===== config.mk =====
export PLATFORM = sky130hd
export DESIGN_NAME = entry_sequencer
export DESIGN_NICKNAME = d
export VERILOG_FILES = /design/src/rtl/entry_defs.sv /design/src/rtl/btn_debounce.sv /design/src/rtl/entry_sequencer.sv
export SDC_FILE = /design/constraint.sdc
export NUM_CORES = 1
export LEC_CHECK = 0
export ABC_AREA = 1
export CORE_MARGIN = 1.5
export CORE_UTILIZATION = 59
export CTS_CLUSTER_SIZE = 8
export DETAILED_ROUTE_END_ITERATION = 10
export PLACE_DENSITY = 0.76
export SLEW_MARGIN = 20
export SYNTH_ARGS = -nofsm -noshare
export SYNTH_HDL_FRONTEND = slang
export SYNTH_SLANG_ARGS = --single-unit

===== constraint.sdc =====
create_clock -name clk -period 1.71 [get_ports clk]
set_clock_uncertainty 0.2 [all_clocks]
set_input_delay 0.171 -clock clk [delete_from_list [all_inputs] [get_ports clk]]
set_output_delay 0.171 -clock clk [all_outputs]
set_load 0.01 [all_outputs]

===== src/rtl/entry_defs.sv =====
// Shared definitions for the entry sequencer: FSM state encodings (which double
// as display-selector codes) and the default debounce length.
package entry_defs;

  // 10 ms at 27 MHz.
  localparam int unsigned DebounceCyclesDefault = 270000;

  // Counter width for the debouncer; covers the legal range 2..2^20-1.
  localparam int unsigned DebounceCntWidth = 20;

  typedef enum logic [1:0] {
    StEnterA  = 2'b00,
    StEnterB  = 2'b01,
    StEnterOp = 2'b10,
    StShow    = 2'b11
  } state_e;

  // Selector codes shown to the display; identical to the state encodings.
  localparam logic [1:0] SelEnterA  = 2'b00;
  localparam logic [1:0] SelEnterB  = 2'b01;
  localparam logic [1:0] SelEnterOp = 2'b10;
  localparam logic [1:0] SelShow    = 2'b11;

endpackage


===== src/rtl/btn_debounce.sv =====
// Button conditioner: 2-flop synchronizer, debouncer and rising-edge pulse.
// Ports:
//   clk, rst_n : clock, asynchronous active-low reset
//   btn        : raw bouncy button, asynchronous to clk
//   pulse      : registered single-cycle pulse, one per accepted press
module btn_debounce
  import entry_defs::*;
#(
  parameter int unsigned DEBOUNCE_CYCLES = DebounceCyclesDefault
) (
  input  logic clk,
  input  logic rst_n,
  input  logic btn,
  output logic pulse
);

  localparam logic [DebounceCntWidth-1:0] CntMax = DebounceCntWidth'(DEBOUNCE_CYCLES - 1);

  logic                        sync1_q;
  logic                        sync2_q;
  logic                        level_q;
  logic                        level_d1_q;
  logic [DebounceCntWidth-1:0] cnt_q;
  logic                        pulse_q;

  always_ff @(posedge clk or negedge rst_n) begin
    if (!rst_n) begin
      sync1_q    <= 1'b0;
      sync2_q    <= 1'b0;
      level_q    <= 1'b0;
      level_d1_q <= 1'b0;
      cnt_q      <= '0;
      pulse_q    <= 1'b0;
    end else begin
      sync1_q <= btn;
      sync2_q <= sync1_q;
      // Count consecutive samples that disagree with the accepted level; any
      // agreeing sample restarts the count.
      if (sync2_q == level_q) begin
        cnt_q <= '0;
      end else if (cnt_q == CntMax) begin
        level_q <= sync2_q;
        cnt_q   <= '0;
      end else begin
        cnt_q <= cnt_q + 1'b1;
      end
      level_d1_q <= level_q;
      // Pulse lands the cycle after the debounced level rises; falls are ignored.
      pulse_q    <= level_q & ~level_d1_q;
    end
  end

  assign pulse = pulse_q;

endmodule


===== src/rtl/entry_sequencer.sv =====
// Operand/opcode entry sequencer: steps through A, B, opcode entry and a result
// display state on debounced "next" presses; "clear" restarts entry.
// Ports:
//   clk, rst_n        : clock, asynchronous active-low reset
//   btn_next, btn_clr : raw bouncy buttons
//   sw                : operand/opcode switches
//   A, B              : registered operands
//   opCodeA           : registered ALU opcode
//   select            : current state code for the display
//   result_valid      : high only while showing the result
module entry_sequencer #(
  parameter int unsigned DEBOUNCE_CYCLES = entry_defs::DebounceCyclesDefault
) (
  input  logic       clk,
  input  logic       rst_n,
  input  logic       btn_next,
  input  logic       btn_clr,
  input  logic [3:0] sw,
  output logic [3:0] A,
  output logic [3:0] B,
  output logic [2:0] opCodeA,
  output logic [1:0] select,
  output logic       result_valid
);
  import entry_defs::*;

  logic next_pulse;
  logic clr_pulse;

  btn_debounce #(
    .DEBOUNCE_CYCLES(DEBOUNCE_CYCLES)
  ) u_next (
    .clk  (clk),
    .rst_n(rst_n),
    .btn  (btn_next),
    .pulse(next_pulse)
  );

  btn_debounce #(
    .DEBOUNCE_CYCLES(DEBOUNCE_CYCLES)
  ) u_clr (
    .clk  (clk),
    .rst_n(rst_n),
    .btn  (btn_clr),
    .pulse(clr_pulse)
  );

  state_e     state_q;
  logic [3:0] a_q;
  logic [3:0] b_q;
  logic [2:0] op_q;
  logic       valid_q;

  always_ff @(posedge clk or negedge rst_n) begin
    if (!rst_n) begin
      state_q <= StEnterA;
      a_q     <= 4'h0;
      b_q     <= 4'h0;
      op_q    <= 3'h0;
      valid_q <= 1'b0;
    end else if (clr_pulse) begin
      // Clear beats a simultaneous next.
      state_q <= StEnterA;
      a_q     <= sw;
      b_q     <= 4'h0;
      op_q    <= 3'h0;
      valid_q <= 1'b0;
    end else begin
      // The active register keeps loading in the pulse cycle, so the value
      // present at the press is the one frozen.
      unique case (state_q)
        StEnterA: begin
          a_q <= sw;
          if (next_pulse) state_q <= StEnterB;
        end
        StEnterB: begin
          b_q <= sw;
          if (next_pulse) state_q <= StEnterOp;
        end
        StEnterOp: begin
          op_q <= sw[2:0];
          if (next_pulse) begin
            state_q <= StShow;
            valid_q <= 1'b1;
          end
        end
        StShow: begin
          if (next_pulse) begin
            state_q <= StEnterA;
            valid_q <= 1'b0;
          end
        end
        default: begin
          state_q <= StEnterA;
          valid_q <= 1'b0;
        end
      endcase
    end
  end

  assign A            = a_q;
  assign B            = b_q;
  assign opCodeA      = op_q;
  assign select       = state_q;
  assign result_valid = valid_q;

endmodule


# [Word level (Yosys, flattened, before mapping)]
# Index checks and enable logic that the tools add are counted.
[op_classes] add_sub_neg=2 eq_ne=11 mux=20 bitwise_logic=6 n_reduce_logical=9
[op_table] op="$mux 20" count=4
[op_table] op="$add 20x1->20 const B" count=2
[op_table] op="$eq 20x19->1 const B" count=2
[op_table] op="$mux 4" count=4
[op_table] op="$ne 3x1->1 const B" count=4
[op_table] op="$mux 2" count=5
[op_table] op="$pmux 2 s4" count=1
[op_table] op="$mux 3" count=2
[op_table] op="$reduce_bool 2->1" count=3
[op_table] op="$eq 2x2->1 const B" count=2
[op_table] op="$not 1->1" count=4
[op_table] op="$reduce_and 2->1" count=2
[op_table] op="$reduce_and 4->1" count=1
[op_table] op="$mux 1" count=3
[op_table] op="$reduce_and 3->1" count=1
[op_table] op="$reduce_bool 3->1" count=1
[op_table] op="$and 1x1->1" count=2
[op_table] op="$eq 1x1->1" count=2
[op_table] op="$eq 2x1->1 const B" count=1
[op_table] op="$logic_not 2->1" count=1
[op_table] op="$pmux 1 s2" count=1
[totals] register_bits=64 input_bits=8 word_cells=65

# [Logic depth before layout (Yosys ltp)]
# Gate-level depths: netlist (run 1).
[depth] ltp_word=3 mapped_depth=9 ltp_nobuf=9

# [Modules after synthesis]
# Synthesis (run 1) repeated with hierarchy kept, for this count alone.
[unflattened] hier_cells=418 hier_area_um2=3326.9
[modules_own_cells] mod="btn_debounce" n_inst=2 cells_per_inst=171 area_each_um2=1328.8 seq_area_each_um2=625.6
[modules_own_cells] mod="entry_sequencer" n_inst=1 cells_per_inst=76 area_each_um2=669.4 seq_area_each_um2=350.3

# [Worst setup path after synthesis (run 1)]
# No wires, ideal clock.
[synth_timing] kind="reg2reg" start="register state_q[0], in the netlist select[0]" end="register a_q[0], in the netlist A[0]" setup_time_ns=0.125 arrival_time_ns=1.285 t_required_ns=1.385 slack_ns=0.100 path_stages_with_launch=5 n_path_buf=0 period_less_slack_ns=1.610 cell_sequence="dfrtp_1 > inv_1 > ha_1 > nor2_1 > mux2_2"
[synth_via] elab_chain_len=2
[synth_rtl] item="start, declared" line="entry_sequencer.sv:48" source="state_e state_q;"
[synth_rtl] item="start signal, assigned" line="entry_sequencer.sv:56" source="state_q <= StEnterA;"
[synth_rtl] item="start signal, assigned" line="entry_sequencer.sv:63" source="state_q <= StEnterA;"
[synth_rtl] item="start signal, assigned" line="entry_sequencer.sv:74" source="if (next_pulse) state_q <= StEnterB;"
[synth_rtl] item="$logic_not 2->1" line="entry_sequencer.sv:71" source="unique case (state_q)"
[synth_rtl] item="$reduce_bool 2->1 (no line)"
[synth_rtl] item="end signal, assigned" line="entry_sequencer.sv:64" source="a_q <= sw;"
[synth_rtl] item="end signal, assigned" line="entry_sequencer.sv:73" source="a_q <= sw;"
[synth_rtl] item="end, declared" line="entry_sequencer.sv:49" source="logic [3:0] a_q;"
# Every way passes these cells.
# A chain may end at the register's enable or synchronous reset.

# [Worst setup path after layout (run 1)]
[layout_timing] start="register u_clr.cnt_q[1]" end="register u_clr.cnt_q[10]"
[layout_via] elab_chain_len=3 elab_cells_between_ends=4 cone_classes="add/sub (1); eq/ne (1); mux (2)"
[layout_rtl] item="start, declared" line="btn_debounce.sv:23" source="logic [DebounceCntWidth-1:0] cnt_q;"
[layout_rtl] item="start signal, assigned" line="btn_debounce.sv:45" source="cnt_q <= cnt_q + 1'b1;"
[layout_rtl] item="$add 20x1->20 / $eq 20x19->1 (equally long branches)" line="btn_debounce.sv:45, btn_debounce.sv:41"
[layout_rtl] item="$mux 20 (*)" line="btn_debounce.sv:41" source="end else if (cnt_q == CntMax) begin"
[layout_rtl] item="$mux 20 (*)" line="btn_debounce.sv:39" source="if (sync2_q == level_q) begin"
# Mark *: on every way between the ends. The rest lies on a longest branch, timed or not.

==> metrics.cfg, run 1 <==
[timing]
post-route-min-period_ns = 1.649
final-hold-violation-count = 0
finalSetupViolCount = 0
tightest_slew_ns = 0.3568
post_route_fraction_of_the_period_consumed_by_the_critical_path_pct = 96.42
setup-tns-final_ns = 0
max_slew_margin_pct = 76.22
setup_repair_after_global_routing_missed_its_margin = true
finalMaxSlewViolations = 0
max_freq_ghz = 0.6065

[place]
place.gp.congestion = 0.9013
dp_cells = 502
placement.io_buffers = 21
dp_hpwl_mm = 4.894

[detailed_routing]
firstDrtPassIters = 4
number_of_drc_markers_in_iteration_0 = 106
num_vias = 2655
number_of_antenna_violating_nets_in_the_routed_design = 0
post-route-drc-count = 0
vias_per_cell = 5.116
route.final.wire_length_mm = 6.849
wl_per_cell_um = 13.20

[cts]
clock_path_buffers = 2
cts-root-buf = sky130_fd_sc_hd__clkbuf_8
cts_num_sinks = 64
clock_latency_ns = 0.34
tritoncts.num_buffers = 9
htree_levels = 3
tritoncts = done
clk_pin_slew_ns = 0.07

[power_and_ir_drop]
pwr-share-seq_pct = 56.1
internal_portion_of_total_power_mw = 2.100
leakage_component_of_the_power_nw = 1.734
worst_vdd_drop_v = 0.0005639
power.switching_fraction_pct = 23.90
power.clock.fraction_pct = 39.0
power.share.combinational_pct = 4.9
p_per_area_nw_per_um2 = 716.4
power_switching_uw = 659.5

[yosys]
synth.lib_cells_used.distinct = 24
yosys_register_bits = 64
synthesis.area_per_instance_um2 = 8.046
synth_sequential_area_ratio_pct = 49.27
synthCells = 404
post_synth_instance_area_um2 = 3251
synthesis.nets = 418
synthesis_warnings = 0
netlist.area_leader.share_pct = 49.27
ranking_of_synthesized_cells_by_area = sky130_fd_sc_hd__dfrtp_1 (49%), sky130_fd_sc_hd__nand2_1 (11%), sky130_fd_sc_hd__nor2_1 (9.2%), sky130_fd_sc_hd__inv_1 (5.3%), sky130_fd_sc_hd__nand3_1 (4.3%)
post-synth-top-area-cell = sky130_fd_sc_hd__dfrtp_1

[outcome]
status = finished clean

[worst_setup_path]
worst-setup-path-type = register to register
cp_cell_sequence = ha_2 > nand2_2 > nor2_4 > nand2_4 > inv_1 > nand3b_1 > o21ai_0 > nor2_1
worst-r2r-cell-count = 8
worst_path_maximum_fanout = 5
cp_slowest_cell = sky130_fd_sc_hd__dfrtp_1
timing.critical_path.depth = 8
cpLargestDelayFamily = simple AND/OR/NAND/NOR gates
startpoint = u_clr.cnt_q[1]
required_ns = 1.73
timing.critical_path.arrival_ns = 1.67
critPathCaptureType = register
crit_buf_inv = 1
rr_startpoint = u_clr.cnt_q[1]
crit_path_max_incr_delay_ns = 0.37
critPathLaunchType = register

[finish]
most_frequent_cells_in_the_layout = sky130_fd_sc_hd__nand2_1 (89), sky130_fd_sc_hd__nor2_1 (75), sky130_fd_sc_hd__dfrtp_1 (63)
layout_commonest_cell = sky130_fd_sc_hd__nand2_1
ff_latch_area_um2 = 1603
multi_input_area_um2 = 1511
nets = 459
filler_cell_count = 392
final_layout_size_suffix_gt1_share_pct = 15.37
final_cell_count_without_fillers = 519
finalCoreUtilization_pct = 74.01
syn_to_final_growth_pct = 18.51
antenna_cells = 0

[global_routing]
grt_util_met2_pct = 41.67
grt_remaining_overflow = 0
grt_first_pass_wirelength_mm = 12.01
met1_use_gr_pct = 34.46
number_of_global_route_vias_before_repair = 2612
met3_usage_pct = 7.857
busiest_layer = met2
grt_antenna_before_repair = 0
global_router_s_overall_resource_usage_pct = 26.07
grt_max_degree = 52

[floorplanning]
die_w_um = 77.23
floorplan.die.height_um = 77.23
floorplan.die_area_um2 = 5964
floorplan.initialDensity_pct = 62.45
placementRows = 26
ioPinCount = 22
design.core.area_um2 = 5205

[run]
drv_cap = 0

[hold_path]
holdCritPathClass = primary input to async pin

cell type report:
type | instances | area share, %
clock buffers | 11 | 3.410
clock inverters | 4 | 0.5846
inverters | 48 | 4.677
multi-input cells | 290 | 39.23
flip-flops and latches | 64 | 41.60
well taps | 70 | 2.273
repair buffers | 32 | 8.217
cells in the mapped netlist:
cell type,instances
sky130_fd_sc_hd__nor2_4,1
sky130_fd_sc_hd__nand2_2,6
sky130_fd_sc_hd__clkinv_1,1
sky130_fd_sc_hd__nand4_1,10
sky130_fd_sc_hd__nand3_1,28
sky130_fd_sc_hd__inv_1,46
sky130_fd_sc_hd__nor2_1,80
sky130_fd_sc_hd__a211oi_1,1
sky130_fd_sc_hd__xor2_1,16
sky130_fd_sc_hd__nand2_1,93
sky130_fd_sc_hd__buf_4,1
sky130_fd_sc_hd__o21ai_0,14
sky130_fd_sc_hd__inv_2,1
sky130_fd_sc_hd__buf_12,1
sky130_fd_sc_hd__nand3b_1,3
sky130_fd_sc_hd__nor3b_1,2
sky130_fd_sc_hd__o21ai_1,1
sky130_fd_sc_hd__nor3_1,2
sky130_fd_sc_hd__ha_1,6
sky130_fd_sc_hd__o21bai_1,2
sky130_fd_sc_hd__nand3_2,1
sky130_fd_sc_hd__nor2_2,20
sky130_fd_sc_hd__dfrtp_1,64
sky130_fd_sc_hd__mux2_2,4
layer usage:
| layer | routed length (um) | part of all wire [%] |
|---|---|---|
| met2 | 3264 | 48 |
| met3 | 361 | 5.3 |
| met1 | 3153 | 46 |
| met4 | 69 | 1.0 |
| met5 | 0 | 0 |
what timing repair did:
action                     CTS  global route
hold buffers                 1             0
gates cloned                 0             0
buffers inserted             0             1
gates resized for setup      1            22
hold endpoints to repair    64             0
pin swaps                    0             4
setup endpoints to repair    1            22
kinds of logic after synthesis:
family                     after synthesis  share of synthesized area [%]
adders and majority gates                6                          2.309
DFF                                     64                          49.27
buffers and inverters                   50                          6.390
muxes                                    4                          1.386
and+or+nand+nor                        246                          33.33
xor gates and xnor gates                16                          4.311
AOI/OAI and AO/OA                       18                          3.002
final timing paths:
kind	to	slack, ns
min in group clk	u_next.sync1_q	0.06
min reg2reg	u_clr.sync2_q	0.15
min	u_next.sync2_q	0.06
max	u_clr.cnt_q[10]	0.06
max in group asynchronous	u_clr.cnt_q[4]	0.65
max reg2reg	u_clr.cnt_q[10]	0.06
through the flow:
stage               hold WS, ns  worst slack [ns]  power, mW  area (um^2)
floorplan               -0.3246           0.09999      1.627         3251
global placement        -0.1103            0.1105      1.705         3608
detailed placement      -0.1017           0.04960      1.709         3608
CTS                     0.05611           0.02345      2.785         3771
global route            0.05092          -0.05084      2.884         3852
finish                  0.06112           0.06116      2.760         3852
state kept, by name, summed over array words and instances, names as in the netlist:
name and cells:
u_clr.cnt_q 20, u_next.cnt_q 20, A 4, B 4
opCodeA 3, select 2, result_valid 1, u_clr.level_d1_q 1
u_clr.level_q 1, u_clr.pulse 1, u_clr.sync1_q 1, u_clr.sync2_q 1
u_next.level_d1_q 1, u_next.level_q 1, u_next.pulse 1, u_next.sync1_q 1
u_next.sync2_q 1
power groups by stage:
stage | Clock [mW] | Sequential (mW) | Combinational (mW)
floorplan | 0 | 1.58 | 0.0482
global placement | 0 | 1.58 | 0.129
detailed placement | 0 | 1.58 | 0.133
CTS | 1.10 | 1.55 | 0.135
global route | 1.18 | 1.55 | 0.153
finish | 1.08 | 1.55 | 0.135
No activity file was read; power rests on OpenSTA's default activity.
==> inputs of run 2 (changes only) <==
--- a/config.mk
+++ b/config.mk
@@ -6,11 +6,13 @@
 export NUM_CORES = 1
 export LEC_CHECK = 0
 export ABC_AREA = 1
+export CELL_PAD_IN_SITES_DETAIL_PLACEMENT = 1
+export CELL_PAD_IN_SITES_GLOBAL_PLACEMENT = 1
 export CORE_MARGIN = 1.5
-export CORE_UTILIZATION = 59
+export CORE_UTILIZATION = 44
 export CTS_CLUSTER_SIZE = 8
 export DETAILED_ROUTE_END_ITERATION = 10
-export PLACE_DENSITY = 0.76
+export PLACE_DENSITY = 0.89
 export SLEW_MARGIN = 20
 export SYNTH_ARGS = -nofsm -noshare
 export SYNTH_HDL_FRONTEND = slang
==> metrics.cfg, run 2 (synthesis results as in run 1) <==
[power_and_ir_drop]
worst_vdd_drop_v = 0.0004569  ; -19%
leakage_component_of_the_power_nw = 1.787  ; +3.0%
p_per_area_nw_per_um2 = 746.4  ; +4.2%

[global_routing]
grt_remaining_overflow = 0  ; unchanged
grt_antenna_before_repair = 0  ; unchanged
grt_first_pass_wirelength_mm = 14.58  ; +21%
number_of_global_route_vias_before_repair = 3074  ; +18%
grt_max_degree = 25  ; -52%
global_router_s_overall_resource_usage_pct = 24.97  ; -1.1 points

[worst_setup_path]
critical-path-top-cell-by-count = sky130_fd_sc_hd__nand2_1
required_ns = 1.80  ; +0.07 ns
cp_cell_sequence = ha_2 > nand2_4 > nor2_4 > buf_12 > nand2_4 > nor2_4 > nand2_1 > nand2_1 > nand2_1 > nor2_2
critPathLaunchType = register
critPathCaptureType = register
timing.critical_path.arrival_ns = 1.82  ; +0.15 ns
cp_slowest_cell = sky130_fd_sc_hd__dfrtp_1
crit_path_max_incr_delay_ns = 0.39  ; +0.02 ns
worst_path_maximum_fanout = 4  ; -1
worst-setup-path-type = register to register

[cts]
tritoncts = done
clock_latency_ns = 0.36  ; +0.02 ns
clock_path_buffers = 2  ; unchanged
cts_num_sinks = 64  ; unchanged
clk_pin_slew_ns = 0.08  ; about the same
cts-root-buf = sky130_fd_sc_hd__clkbuf_8
htree_levels = 3  ; unchanged
tritoncts.num_buffers = 9  ; unchanged

[finish]
nets = 464  ; +1.1%
most_frequent_cells_in_the_layout = sky130_fd_sc_hd__nand2_1 (89), sky130_fd_sc_hd__nor2_1 (71), sky130_fd_sc_hd__dfrtp_1 (63)
final_cell_count_without_fillers = 553  ; +6.6%
ff_latch_area_um2 = 1603  ; unchanged
reg.largest.list = u_clr.cnt_q: 20 flops, u_next.cnt_q: 20 flops
filler_cell_count = 888  ; +130%
layout_commonest_cell = sky130_fd_sc_hd__nand2_1
multi_input_area_um2 = 1524  ; +0.83%
antenna_cells = 0  ; unchanged
final_layout_size_suffix_gt1_share_pct = 17.84  ; +2.5 points
syn_to_final_growth_pct = 22.32
design_area_um2 = 3976  ; +3.2%

[timing]
max_freq_ghz = 0.5774  ; -4.8%
setup_repair_after_global_routing_missed_its_margin = true
post_route_fraction_of_the_period_consumed_by_the_critical_path_pct = 101.3  ; +4.9 points
setup-tns-final_ns = -0.02187  ; -0.02187 ns
tightest_slew_ns = 0.4190  ; +0.06220 ns
fin_ws_ns = -0.02187  ; -0.08303 ns
post-route-min-period_ns = 1.732  ; +0.08303 ns
finalSetupViolCount = 1  ; +1
finalMaxSlewViolations = 0  ; unchanged
max_slew_margin_pct = 72.07  ; -4.1 points
final-hold-violation-count = 0  ; unchanged

[outcome]
status = finished, violations left
violations = negative setup slack

[detailed_routing]
number_of_antenna_violating_nets_in_the_routed_design = 0  ; unchanged
route.final.wire_length_mm = 9.485  ; +38%
number_of_drc_markers_in_iteration_0 = 131  ; +24%
num_vias = 2881  ; +8.5%
firstDrtPassIters = 4  ; unchanged
wl_per_cell_um = 17.15  ; +30%
vias_per_cell = 5.210  ; +1.8%
post-route-drc-count = 0  ; unchanged

[place]
placement.io_buffers = 21  ; unchanged
place.gp.congestion = 0.8743  ; -3.0%
dpl-instance-area_um2 = 3640  ; +0.87%
pre_cts_slack_ns = 0.02157  ; -0.02802 ns
dp_hpwl_mm = 6.529  ; +33%
dp_cells = 532  ; +6.0%

[floorplanning]
design.core.area_um2 = 7214  ; +39%
ioPinCount = 22  ; unchanged
floorplan.die.height_um = 88.95  ; +15%
floorplan.die_area_um2 = 7912  ; +33%
floorplan.initialDensity_pct = 45.06  ; -17 points
placementRows = 31  ; +19%
die_w_um = 88.95  ; +15%

[run]
drv_cap = 0  ; unchanged

[hold_path]
holdCritPathClass = primary input to register

==> run 2: worst max-delay path: cells and delay by family (launching register included) <==
kind	cells	cell delay (ns)
buffers and inverters	1	0.12
DFF	1	0.39
and+or+nand+nor	8	0.71
adders and majority gates	1	0.23
==> run 2: worst paths after layout <==
check                                    to           start  slack (ns)  cells past startpoint
setup / recovery            u_clr.cnt_q[18]  u_clr.cnt_q[1]       -0.02                     10
hold / removal               u_next.sync1_q        btn_next        0.06                      1
setup reg to reg            u_clr.cnt_q[18]  u_clr.cnt_q[1]       -0.02                     10
hold reg to reg               u_clr.sync2_q   u_clr.sync1_q        0.15                      0
max in group asynchronous   u_clr.cnt_q[16]           rst_n        0.65                      3
min in group asynchronous  u_next.cnt_q[15]           rst_n        0.09                      2
==> run 2: final cells by class <==
type	count	share of cell area (%)
clock buffers	9	3.115
clock inverters	6	1.542
inverters	48	4.531
multi-input cells	290	38.33
flip-flops and latches	64	40.31
well taps	99	3.115
repair buffers	37	9.062
==> run 2: repair_timing <==
action | in CTS | in global routing
setup buffers | 1 | 4
resized for setup | 2 | 27
hold buffers | 1 | 0
pin swaps | 0 | 8
endpoints found under the setup margin | 3 | 41
hold endpoints to repair | 64 | 0
==> run 2: where the power goes <==
part	internal (mW)	switching (mW)	total [mW]
clock	0.659	0.608	1.27
combinational	0.0622	0.0890	0.151
sequential	1.53	0.0163	1.55
total	2.25	0.713	2.97
==> run 2: layer usage <==
layer  up-vias  share of wire (%)  GRT usage [%]
met2        57                 52          44.15
li1       1355                  -              -
met4         0                3.2          11.05
met3        25                3.5          8.033
met1      1444                 41          27.49
met5         -                  0              0
==> run 2: through the flow <==
stage	total power, mW	hold WS, ns	utilization (%)
6_report	2.968	0.05524	55.12
5_1_grt	3.079	0.04513	55.12
4_1_cts	2.984	0.04097	53.26
3_5_place_dp	1.715	-0.08344	50.45
3_3_place_gp	1.706	-0.08167	50.45
2_1_floorplan	1.627	-0.3246	-
